==> src/rtl/ro_mem_responder_pkg.sv <==
// Shared types and default geometry for the read-only memory responder.
// The FSM is one-hot: each state owns a single bit of the encoding.
package ro_mem_responder_pkg;

  localparam int unsigned RESP_IDLE_IDX   = 0;
  localparam int unsigned RESP_ISSUE_IDX  = 1;
  localparam int unsigned RESP_NUM_STATES = 2;

  localparam int unsigned DEF_ADDR_W       = 30;
  localparam int unsigned DEF_DATA_W       = 32;
  localparam int unsigned DEF_RLEN_W       = 5;
  localparam int unsigned DEF_READ_LATENCY = 2;

  typedef enum logic [RESP_NUM_STATES-1:0] {
    RESP_IDLE  = 2'b01,
    RESP_ISSUE = 2'b10
  } ro_mem_responder_state_t;

endpackage

==> src/rtl/ro_mem_responder_if.sv <==
// Master <-> responder read-only request bus: request/addr/rlen -> ack,
// then rlen+1 in-order rvalid/rdata beats with no backpressure.
interface ro_mem_responder_if
  import ro_mem_responder_pkg::*;
#(
  parameter int unsigned ADDR_W = DEF_ADDR_W,
  parameter int unsigned DATA_W = DEF_DATA_W,
  parameter int unsigned RLEN_W = DEF_RLEN_W
);

  logic              request;
  logic [ADDR_W-1:0] addr;
  logic [RLEN_W-1:0] rlen;
  logic              ack;
  logic              rvalid;
  logic [DATA_W-1:0] rdata;

  modport master (
    output request,
    output addr,
    output rlen,
    input  ack,
    input  rvalid,
    input  rdata
  );

  modport slave (
    input  request,
    input  addr,
    input  rlen,
    output ack,
    output rvalid,
    output rdata
  );

endinterface

==> src/rtl/ro_mem_responder_latency_shift.sv <==
// 1-bit shift register that delays a strobe by DEPTH cycles.
// Used to mark which cycles carry valid data on a fixed-latency port.
// clr_n is a synchronous active-low clear that drops everything in flight.
module latency_shift
  import ro_mem_responder_pkg::*;
#(
  parameter int unsigned DEPTH = DEF_READ_LATENCY
) (
  input  logic clk,
  input  logic clr_n,
  input  logic din,
  output logic dout
);

  logic [DEPTH-1:0] sr_q;
  logic [DEPTH-1:0] sr_d;

  if (DEPTH == 1) begin : g_single
    // Single stage: the next value is simply the incoming strobe.
    always_comb begin
      sr_d = din;
    end
  end else begin : g_multi
    // Shift the strobe one stage deeper each cycle.
    always_comb begin
      sr_d = {sr_q[DEPTH-2:0], din};
    end
  end

  // Stage register with synchronous clear.
  always_ff @(posedge clk) begin
    if (!clr_n) begin
      sr_q <= {DEPTH{1'b0}};
    end else begin
      sr_q <= sr_d;
    end
  end

  assign dout = sr_q[DEPTH-1];

endmodule

==> src/rtl/ro_mem_responder.sv <==
// Responder end of the read-only memory protocol. Accepts one burst request
// at a time, streams rlen+1 consecutive word reads into a fixed-latency
// backend, and returns the data in order as registered rvalid/rdata beats.
// A new request can be acked on the last issue beat of the current burst,
// so back-to-back bursts issue without a bubble.
module ro_mem_responder
  import ro_mem_responder_pkg::*;
#(
  parameter int unsigned ADDR_W       = DEF_ADDR_W,
  parameter int unsigned DATA_W       = DEF_DATA_W,
  parameter int unsigned RLEN_W       = DEF_RLEN_W,
  parameter int unsigned READ_LATENCY = DEF_READ_LATENCY
) (
  input  logic                 clk,
  input  logic                 rst,
  ro_mem_responder_if.slave    bus,
  output logic                 mem_rd_en,
  output logic [ADDR_W-1:0]    mem_rd_addr,
  input  logic                 mem_rd_ready,
  input  logic [DATA_W-1:0]    mem_rd_data
);

  localparam logic [ADDR_W-1:0] ADDR_ONE  = {{(ADDR_W-1){1'b0}}, 1'b1};
  localparam logic [RLEN_W-1:0] BEATS_ONE = {{(RLEN_W-1){1'b0}}, 1'b1};

  ro_mem_responder_state_t state_q;
  ro_mem_responder_state_t state_d;
  logic [ADDR_W-1:0]       cur_addr_q;
  logic [ADDR_W-1:0]       cur_addr_d;
  logic [RLEN_W-1:0]       beats_left_q;
  logic [RLEN_W-1:0]       beats_left_d;
  logic                    rvalid_q;
  logic                    rvalid_d;
  logic [DATA_W-1:0]       rdata_q;
  logic [DATA_W-1:0]       rdata_d;

  logic in_idle_s;
  logic in_issue_s;
  logic last_beat_s;
  logic issue_fire_s;
  logic ack_s;
  logic pipe_tail_s;

  // Decode state and derive the acceptance / issue strobes.
  always_comb begin
    in_idle_s    = (state_q == RESP_IDLE);
    in_issue_s   = (state_q == RESP_ISSUE);
    last_beat_s  = (beats_left_q == {RLEN_W{1'b0}});
    issue_fire_s = rst & in_issue_s & mem_rd_ready;
    // In IDLE the ack does not wait for the backend; in ISSUE it only
    // fires when the final beat of the current burst is being accepted.
    ack_s        = rst & bus.request &
                   (in_idle_s | (in_issue_s & last_beat_s & mem_rd_ready));
  end

  // Next-state, address and beat-counter logic.
  always_comb begin
    state_d      = state_q;
    cur_addr_d   = cur_addr_q;
    beats_left_d = beats_left_q;
    case (state_q)
      RESP_IDLE: begin
        if (ack_s) begin
          cur_addr_d   = bus.addr;
          beats_left_d = bus.rlen;
          state_d      = RESP_ISSUE;
        end else begin
          state_d      = RESP_IDLE;
        end
      end
      RESP_ISSUE: begin
        if (mem_rd_ready) begin
          if (last_beat_s) begin
            if (ack_s) begin
              // Reload for the next burst; the issue stream stays contiguous.
              cur_addr_d   = bus.addr;
              beats_left_d = bus.rlen;
              state_d      = RESP_ISSUE;
            end else begin
              cur_addr_d   = cur_addr_q + ADDR_ONE;
              state_d      = RESP_IDLE;
            end
          end else begin
            // Word address wraps naturally at 2^ADDR_W.
            cur_addr_d   = cur_addr_q + ADDR_ONE;
            beats_left_d = beats_left_q - BEATS_ONE;
            state_d      = RESP_ISSUE;
          end
        end else begin
          // Backend stalled: hold the issued address and count.
          state_d = RESP_ISSUE;
        end
      end
      default: begin
        state_d      = RESP_IDLE;
        cur_addr_d   = {ADDR_W{1'b0}};
        beats_left_d = {RLEN_W{1'b0}};
      end
    endcase
  end

  // Tracks which cycles the backend presents data for an accepted strobe.
  latency_shift #(
    .DEPTH (READ_LATENCY)
  ) u_valid_pipe (
    .clk   (clk),
    .clr_n (rst),
    .din   (issue_fire_s),
    .dout  (pipe_tail_s)
  );

  // Capture backend data at the pipe tail; otherwise hold the last word.
  always_comb begin
    if (pipe_tail_s) begin
      rvalid_d = 1'b1;
      rdata_d  = mem_rd_data;
    end else begin
      rvalid_d = 1'b0;
      rdata_d  = rdata_q;
    end
  end

  // State, counters and output registers with synchronous active-low reset.
  always_ff @(posedge clk) begin
    if (!rst) begin
      state_q      <= RESP_IDLE;
      cur_addr_q   <= {ADDR_W{1'b0}};
      beats_left_q <= {RLEN_W{1'b0}};
      rvalid_q     <= 1'b0;
      rdata_q      <= {DATA_W{1'b0}};
    end else begin
      state_q      <= state_d;
      cur_addr_q   <= cur_addr_d;
      beats_left_q <= beats_left_d;
      rvalid_q     <= rvalid_d;
      rdata_q      <= rdata_d;
    end
  end

  // The strobe is masked by reset so nothing is issued while it is held.
  assign mem_rd_en   = rst & in_issue_s;
  assign mem_rd_addr = cur_addr_q;

  assign bus.ack    = ack_s;
  assign bus.rvalid = rvalid_q;
  assign bus.rdata  = rdata_q;

endmodule

==> src/flat_wrapper.sv <==
// flat-port wrapper written by rule: the top's interface ports become plain ports
module ro_mem_responder_flat import ro_mem_responder_pkg::*;
#(
  parameter int unsigned ADDR_W       = DEF_ADDR_W,
  parameter int unsigned DATA_W       = DEF_DATA_W,
  parameter int unsigned RLEN_W       = DEF_RLEN_W,
  parameter int unsigned READ_LATENCY = DEF_READ_LATENCY
)
  (clk, rst, mem_rd_en, mem_rd_addr, mem_rd_ready, mem_rd_data, bus_request, bus_addr, bus_rlen, bus_ack, bus_rvalid, bus_rdata);
  ro_mem_responder_if #(.ADDR_W(ADDR_W), .DATA_W(DATA_W), .RLEN_W(RLEN_W)) bus_i ();
  input  logic clk;
  input  logic rst;
  output logic mem_rd_en;
  output logic [ADDR_W-1:0] mem_rd_addr;
  input  logic mem_rd_ready;
  input  logic [DATA_W-1:0] mem_rd_data;
  input wire logic [$bits(bus_i.request)-1:0] bus_request;
  input wire logic [$bits(bus_i.addr)-1:0] bus_addr;
  input wire logic [$bits(bus_i.rlen)-1:0] bus_rlen;
  output wire logic [$bits(bus_i.ack)-1:0] bus_ack;
  output wire logic [$bits(bus_i.rvalid)-1:0] bus_rvalid;
  output wire logic [$bits(bus_i.rdata)-1:0] bus_rdata;
  assign bus_i.request = bus_request;
  assign bus_i.addr = bus_addr;
  assign bus_i.rlen = bus_rlen;
  assign bus_ack = bus_i.ack;
  assign bus_rvalid = bus_i.rvalid;
  assign bus_rdata = bus_i.rdata;
  ro_mem_responder #(.ADDR_W(ADDR_W), .DATA_W(DATA_W), .RLEN_W(RLEN_W), .READ_LATENCY(READ_LATENCY)) u_core (.clk(clk), .rst(rst), .bus(bus_i), .mem_rd_en(mem_rd_en), .mem_rd_addr(mem_rd_addr), .mem_rd_ready(mem_rd_ready), .mem_rd_data(mem_rd_data));
endmodule
==> config.mk <==
export PLATFORM = sky130hd
export DESIGN_NAME = ro_mem_responder_flat
export DESIGN_NICKNAME = d
export VERILOG_FILES = /design/src/rtl/ro_mem_responder_pkg.sv /design/src/rtl/ro_mem_responder_if.sv /design/src/rtl/ro_mem_responder_latency_shift.sv /design/src/rtl/ro_mem_responder.sv /design/src/flat_wrapper.sv
export SDC_FILE = /design/constraint.sdc
export NUM_CORES = 1
export LEC_CHECK = 0
export ABC_AREA = 1
export CAP_MARGIN = 10
export CORE_MARGIN = 2
export CORE_UTILIZATION = 51
export CTS_CLUSTER_SIZE = 30
export DETAILED_ROUTE_END_ITERATION = 6
export PLACE_DENSITY_LB_ADDON = 0.15
export SKIP_LAST_GASP = 1
export SLEW_MARGIN = 25
export SYNTH_ARGS = -nofsm -noshare
export SYNTH_HDL_FRONTEND = slang
export SYNTH_SLANG_ARGS = --single-unit
==> constraint.sdc <==
create_clock -name clk -period 2.7 [get_ports clk]
set_input_delay 0.81 -clock clk [delete_from_list [all_inputs] [get_ports clk]]
set_output_delay 0.81 -clock clk [all_outputs]
set_load 0.02 [all_outputs]
* After elaboration in Yosys (flattened, before gate mapping)
Cells that the tools add are included.
Storage, ports and cells: register bits after elaboration 72, bits of input ports 71, output and inout port bits 65, word-level logic and storage cells 35
Operators by class: add/subtract/negate cells 2, eq/ne operators 4, multiplexer cells 14, bitwise gates (word level) 7, reduce and logical (&&, ||, !) cells 2
Operators by type and width (count):
- 30-bit two-way mux | 4
- 30-bit case mux with 2 select lines | 1
- 30-bit by 1-bit adder with 30-bit output (second input constant) | 1
- 5-bit two-way mux | 3
- 5-bit case mux with 2 select lines | 1
- 1-bit bitwise AND | 6
- 2-bit two-way mux | 3
- 5-bit zero test | 1
- 5-bit by 1-bit subtractor with 5-bit output (second input constant) | 1
- 2-bit != test (second input constant) | 2
- 2-bit case mux with 2 select lines | 1
- 2-bit by 1-bit equality test with 1-bit output (second input constant) | 1
- 2-bit equality test (second input constant) | 1
- 2-bit AND reduction | 1
- 1-bit two-way mux | 1
- 1-bit OR | 1

* Logic depth before layout (Yosys ltp)
depth after elaboration 9, mapped depth 13, depth with buffers taken out 13

* Modules after synthesis
From an unflattened synthesis, not the netlist that was laid out.
Unflattened totals: cells, all modules 729, area total of the unflattened synthesis 4330.4 sq um
By module, submodules not included:
- ro_mem_responder | instances 1, cells an instance 723, area each 4275.4 sq um, seq. area each 1401.3 sq um
- latency_shift | instances 1, cells an instance 6, area each 55.1 sq um, seq. area each 40.0 sq um

* Worst setup path before layout
Ideal clock, no wire load.
path type input to output, start input rst, end output bus_ack, arrival 1448 ps, required time 1890 ps, slack 442 ps, stages 5, path buffers 1, path through buf_4 -> nand2_1 -> nor3_2 -> nand2_1 -> nand2_2
Between the ends: longest elaborated chain between the ends 2
RTL lines:
- start, declared | line flat_wrapper.sv:12 | input logic rst;
- 1-bit bitwise AND (2 in series) | line ro_mem_responder.sv:52 | ack_s = rst & bus.request &
- end, declared | line flat_wrapper.sv:20 | output wire logic [$bits(bus_i.ack)-1:0] bus_ack;
Every way passes these cells.

* Worst setup path in the final report
start register u_core.beats_left_q[0], end output bus_ack
Between the ends: longest elaborated chain between the ends 5
RTL lines:
- start, declared | line ro_mem_responder.sv:30 | logic [RLEN_W-1:0] beats_left_q;
- start signal, assigned | line ro_mem_responder.sv:128 | beats_left_q <= {RLEN_W{1'b0}};
- start signal, assigned | line ro_mem_responder.sv:134 | beats_left_q <= beats_left_d;
- 5-bit zero test | line ro_mem_responder.sv:48 | last_beat_s = (beats_left_q == {RLEN_W{1'b0}});
- 1-bit bitwise AND (2 in series) | line ro_mem_responder.sv:53 | (in_idle_s | (in_issue_s & last_beat_s & mem_rd_ready));
- 1-bit OR | line ro_mem_responder.sv:53
- 1-bit bitwise AND | line ro_mem_responder.sv:52
Every way passes these cells.

==> impl_metrics.env <==
export IMPL_fin_crit_sh_pct=87.3
export IMPL_viasPerCell=5.16
export IMPL_htreeDepth=3
export IMPL_synth_main_ff_cell="dfxtp_1"
export IMPL_avgSynthCellArea_um2=5.84
export IMPL_setup_viol=0
export IMPL_worstSetupPathType="reg2out"
export IMPL_ff_latch_area_mm2=0.00144
export IMPL_cts_root_buf="clkbuf_8"
export IMPL_synth_cells=740
export IMPL_synthArstFlopShare_pct=0
export IMPL_power_density_mw_per_mm2=476
export IMPL_dieHeight_um=96.1
export IMPL_period_minus_slack_ns=2.36
export IMPL_tritoncts="built"
export IMPL_worstSetupEndpointType="primary output"
export IMPL_io_pins=136
export IMPL_ys_ff_latch=72
export IMPL_cts_sinks=72
export IMPL_track_usage_pct=29.2
export IMPL_relSlewSlack_pct=36.4
export IMPL_startpoint_type="register"
export IMPL_cp_max_fo=4
export IMPL_wl_per_cell_um=13.4
export IMPL_yosys_warnings=0
export IMPL_worst_slew_pin_slew_ns=0.952
export IMPL_yosysSeqAreaShare_pct=33.3
export IMPL_grt_pass1_wl_mm=21.6
export IMPL_clk_pin_slew_ns=0.08
export IMPL_antenna_found_initial=0
export IMPL_hpwl_mm=9.48
export IMPL_ir_drop_mv=0.304
export IMPL_rows=33
export IMPL_max_cap_violations=0
export IMPL_clock_latency_ns=0.36
export IMPL_skew_ns=0.0118
export IMPL_crit_path_frequent_cell="nand2_1"
export IMPL_fill_cells=672
export IMPL_synth_area_mm2=0.00432
export IMPL_clock_path_buffers=2
export IMPL_p_leak_nw=2.63
export IMPL_ys_types=32
export IMPL_slowest_delay_ns=0.34
export IMPL_reg2regPathDepth=12
export IMPL_portBuffers=135
export IMPL_hold_path_class="reg2reg"
export IMPL_hold_viol=0
export IMPL_setup_tns_ns=0
export IMPL_holdWs_ns=0.438
export IMPL_setup_worst_path_end="bus_ack"
export IMPL_critPathTopFamily="simple AND/OR/NAND/NOR gates"
export IMPL_nets=948
export IMPL_critical_path_required_ns=1.89
export IMPL_grt_pass1_vias=5056
export IMPL_status="completed"
export IMPL_dieArea_mm2=0.00923
export IMPL_ant_nets=0
export IMPL_firstDrtPassIters=5
export IMPL_r2r_start="u_core.state_q[0]"
export IMPL_drc=0
export IMPL_regToRegSetupSlack_ns=0.70
export IMPL_coreArea_mm2=0.00822
export IMPL_overflow=0
export IMPL_timing_rr_end="u_core.mem_rd_addr[1]"
export IMPL_via_count=5072
export IMPL_drt_total_wl_mm=13.2
export IMPL_cts_buffers=9
export IMPL_syn_nets=815
export IMPL_drive_gt1_share_pct=6.15
export IMPL_diodes=0
export IMPL_worst_path_buf_inv=2
export IMPL_cp_depth=7
export IMPL_gp_congestion=0.938
export IMPL_grt_max_degree=36
export IMPL_multiInputGateArea_mm2=0.00259
export IMPL_startpoint="u_core.beats_left_q[0]"
export IMPL_maxSlewViolCount=0
export IMPL_rsz0062_at_grt="false"
export IMPL_drtIter0Drc=238
export IMPL_start_util_pct=52.6
export IMPL_max_freq_mhz=424
export IMPL_path_cells="inv_1 -> ha_1 -> nand2_1 -> nor3_2 -> nand2_1 -> nand2_2 -> buf_4"
export IMPL_areaGrowthSynthToFinish_pct=40.0
export IMPL_cp_slowest_cell="dfxtp_1"
export IMPL_die_x_um=96.1
export IMPL_synth_edf_count=0
export IMPL_crit_arrival_ns=1.55
export IMPL_cts_hold_buf=0
[stage by stage]
stage	worst slack (ns)	cell area (µm²)	utilization (%)	cells	total power, mW
floorplan	0.442	4320	-	740	1.64
global placement	-0.424	5830	70.9	966	1.95
detailed placement	-0.459	5830	70.9	966	1.97
global route	0.191	6060	73.7	983	3.03
CTS	0.00315	6030	73.4	982	2.88
finish	0.343	6060	73.7	983	2.88
[sequential cells by signal (all words and copies together) (netlist names)]
| name | count |
|---|---|
| u_core.state_q | 2 |
| u_core.u_valid_pipe.sr_q | 2 |
| u_core.mem_rd_addr | 30 |
| u_core.bus.rdata | 32 |
| u_core.bus.rvalid | 1 |
| u_core.beats_left_q | 5 |
[what timing repair did]
action / CTS / global route
setup buffers: 0 / 1
gates resized for setup: 8 / 4
endpoints found under the setup margin: 2 / 2
pin swaps: 0 / 1
[cell families (layout without fill, tap and decap cells)]
kind of cell               count (synthesis)  after routing  share of synthesized area, %
xor gates and xnor gates                  15             15                          3.04
and+or+nand+nor                          480            480                          43.2
buffers and inverters                     72            210                          7.20
AOI/OAI and AO/OA                         97             97                          12.0
DFF                                       72             72                          33.3
adders and majority gates                  4              4                          1.16
[where the power goes]
group / internal (mW) / total [mW] / switching, mW
clock network: 0.445 / 0.927 / 0.482
registers: 1.12 / 1.20 / 0.0829
logic: 0.346 / 0.755 / 0.408
total: 1.91 / 2.88 / 0.973
[area by class of cell]
class                      count  share of cell area [%]
timing repair buffer         153                    25.3
inverter                      41                    2.54
clock inverter                 7                    1.38
sequential                    72                    23.8
clock buffer                   9                    2.05
multi-input combinational    596                    42.8
tap                          105                    2.17
[cells in the final DEF, fill, tap and decap left out, types with 2 or more instances in the layout]
master,instances
a21oi_1,37
a21oi_2,2
buf_12,3
buf_4,16
clkbuf_8,9
clkdlybuf4s50_1,130
dfxtp_1,72
dlymetal6s2s_1,3
ha_1,4
inv_1,36
inv_2,4
inv_6,3
nand2_1,280
nand3_1,18
nor2_1,171
nor2_2,3
o211ai_1,2
o21ai_0,41
o21ai_1,8
o21bai_1,2
o22ai_2,2
xnor2_1,5
xor2_1,10
[worst min-delay path, cell delays in order, from the launching register on]
cell	delay [ns]
dfxtp_1	0.30
nand2_1	0.06
inv_1	0.04
[worst min path at each step]
stage                                 from                           to  cells after the start  slack, ns
5_1_grt        u_core.u_valid_pipe.sr_q[0]  u_core.u_valid_pipe.sr_q[1]                      2       0.49
4_1_cts        u_core.u_valid_pipe.sr_q[0]  u_core.u_valid_pipe.sr_q[1]                      2       0.44
3_5_place_dp   u_core.u_valid_pipe.sr_q[0]  u_core.u_valid_pipe.sr_q[1]                      2       0.42
6_report       u_core.u_valid_pipe.sr_q[0]  u_core.u_valid_pipe.sr_q[1]                      2       0.44
3_3_place_gp   u_core.u_valid_pipe.sr_q[0]  u_core.u_valid_pipe.sr_q[1]                      2       0.41
2_1_floorplan  u_core.u_valid_pipe.sr_q[0]  u_core.u_valid_pipe.sr_q[1]                      2       0.39
[layer usage]
| layer | track usage, % | up-vias | share of wire, % |
|---|---|---|---|
| met1 | 32.3 | 2307 | 40 |
| met5 | 0 | - | 0 |
| met3 | 9.32 | 28 | 8.6 |
| li1 | - | 2561 | - |
| met2 | 51.9 | 176 | 50 |
| met4 | 11.3 | 0 | 2.1 |
[cells in the mapped netlist (2+ instances only)]
cell type / instances / share of area, %
nand2_1: 280 / 24
xnor2_1: 5 / 1.0
inv_2: 4 / 0.35
nor2_1: 171 / 15
dfxtp_1: 72 / 33
o21ai_1: 8 / 0.93
xor2_1: 10 / 2.0
o21ai_0: 41 / 4.7
buf_2: 6 / 0.69
buf_6: 4 / 1.0
ha_1: 4 / 1.2
o22ai_1: 2 / 0.29
nor3_2: 2 / 0.46
clkbuf_1: 20 / 1.7
nor2_2: 3 / 0.43
o211ai_1: 2 / 0.35
nand3_1: 18 / 2.1
o21bai_1: 2 / 0.35
inv_1: 36 / 3.1
a21oi_1: 37 / 4.3
a21oi_2: 2 / 0.41
Power figures use the tool's default switching activity.
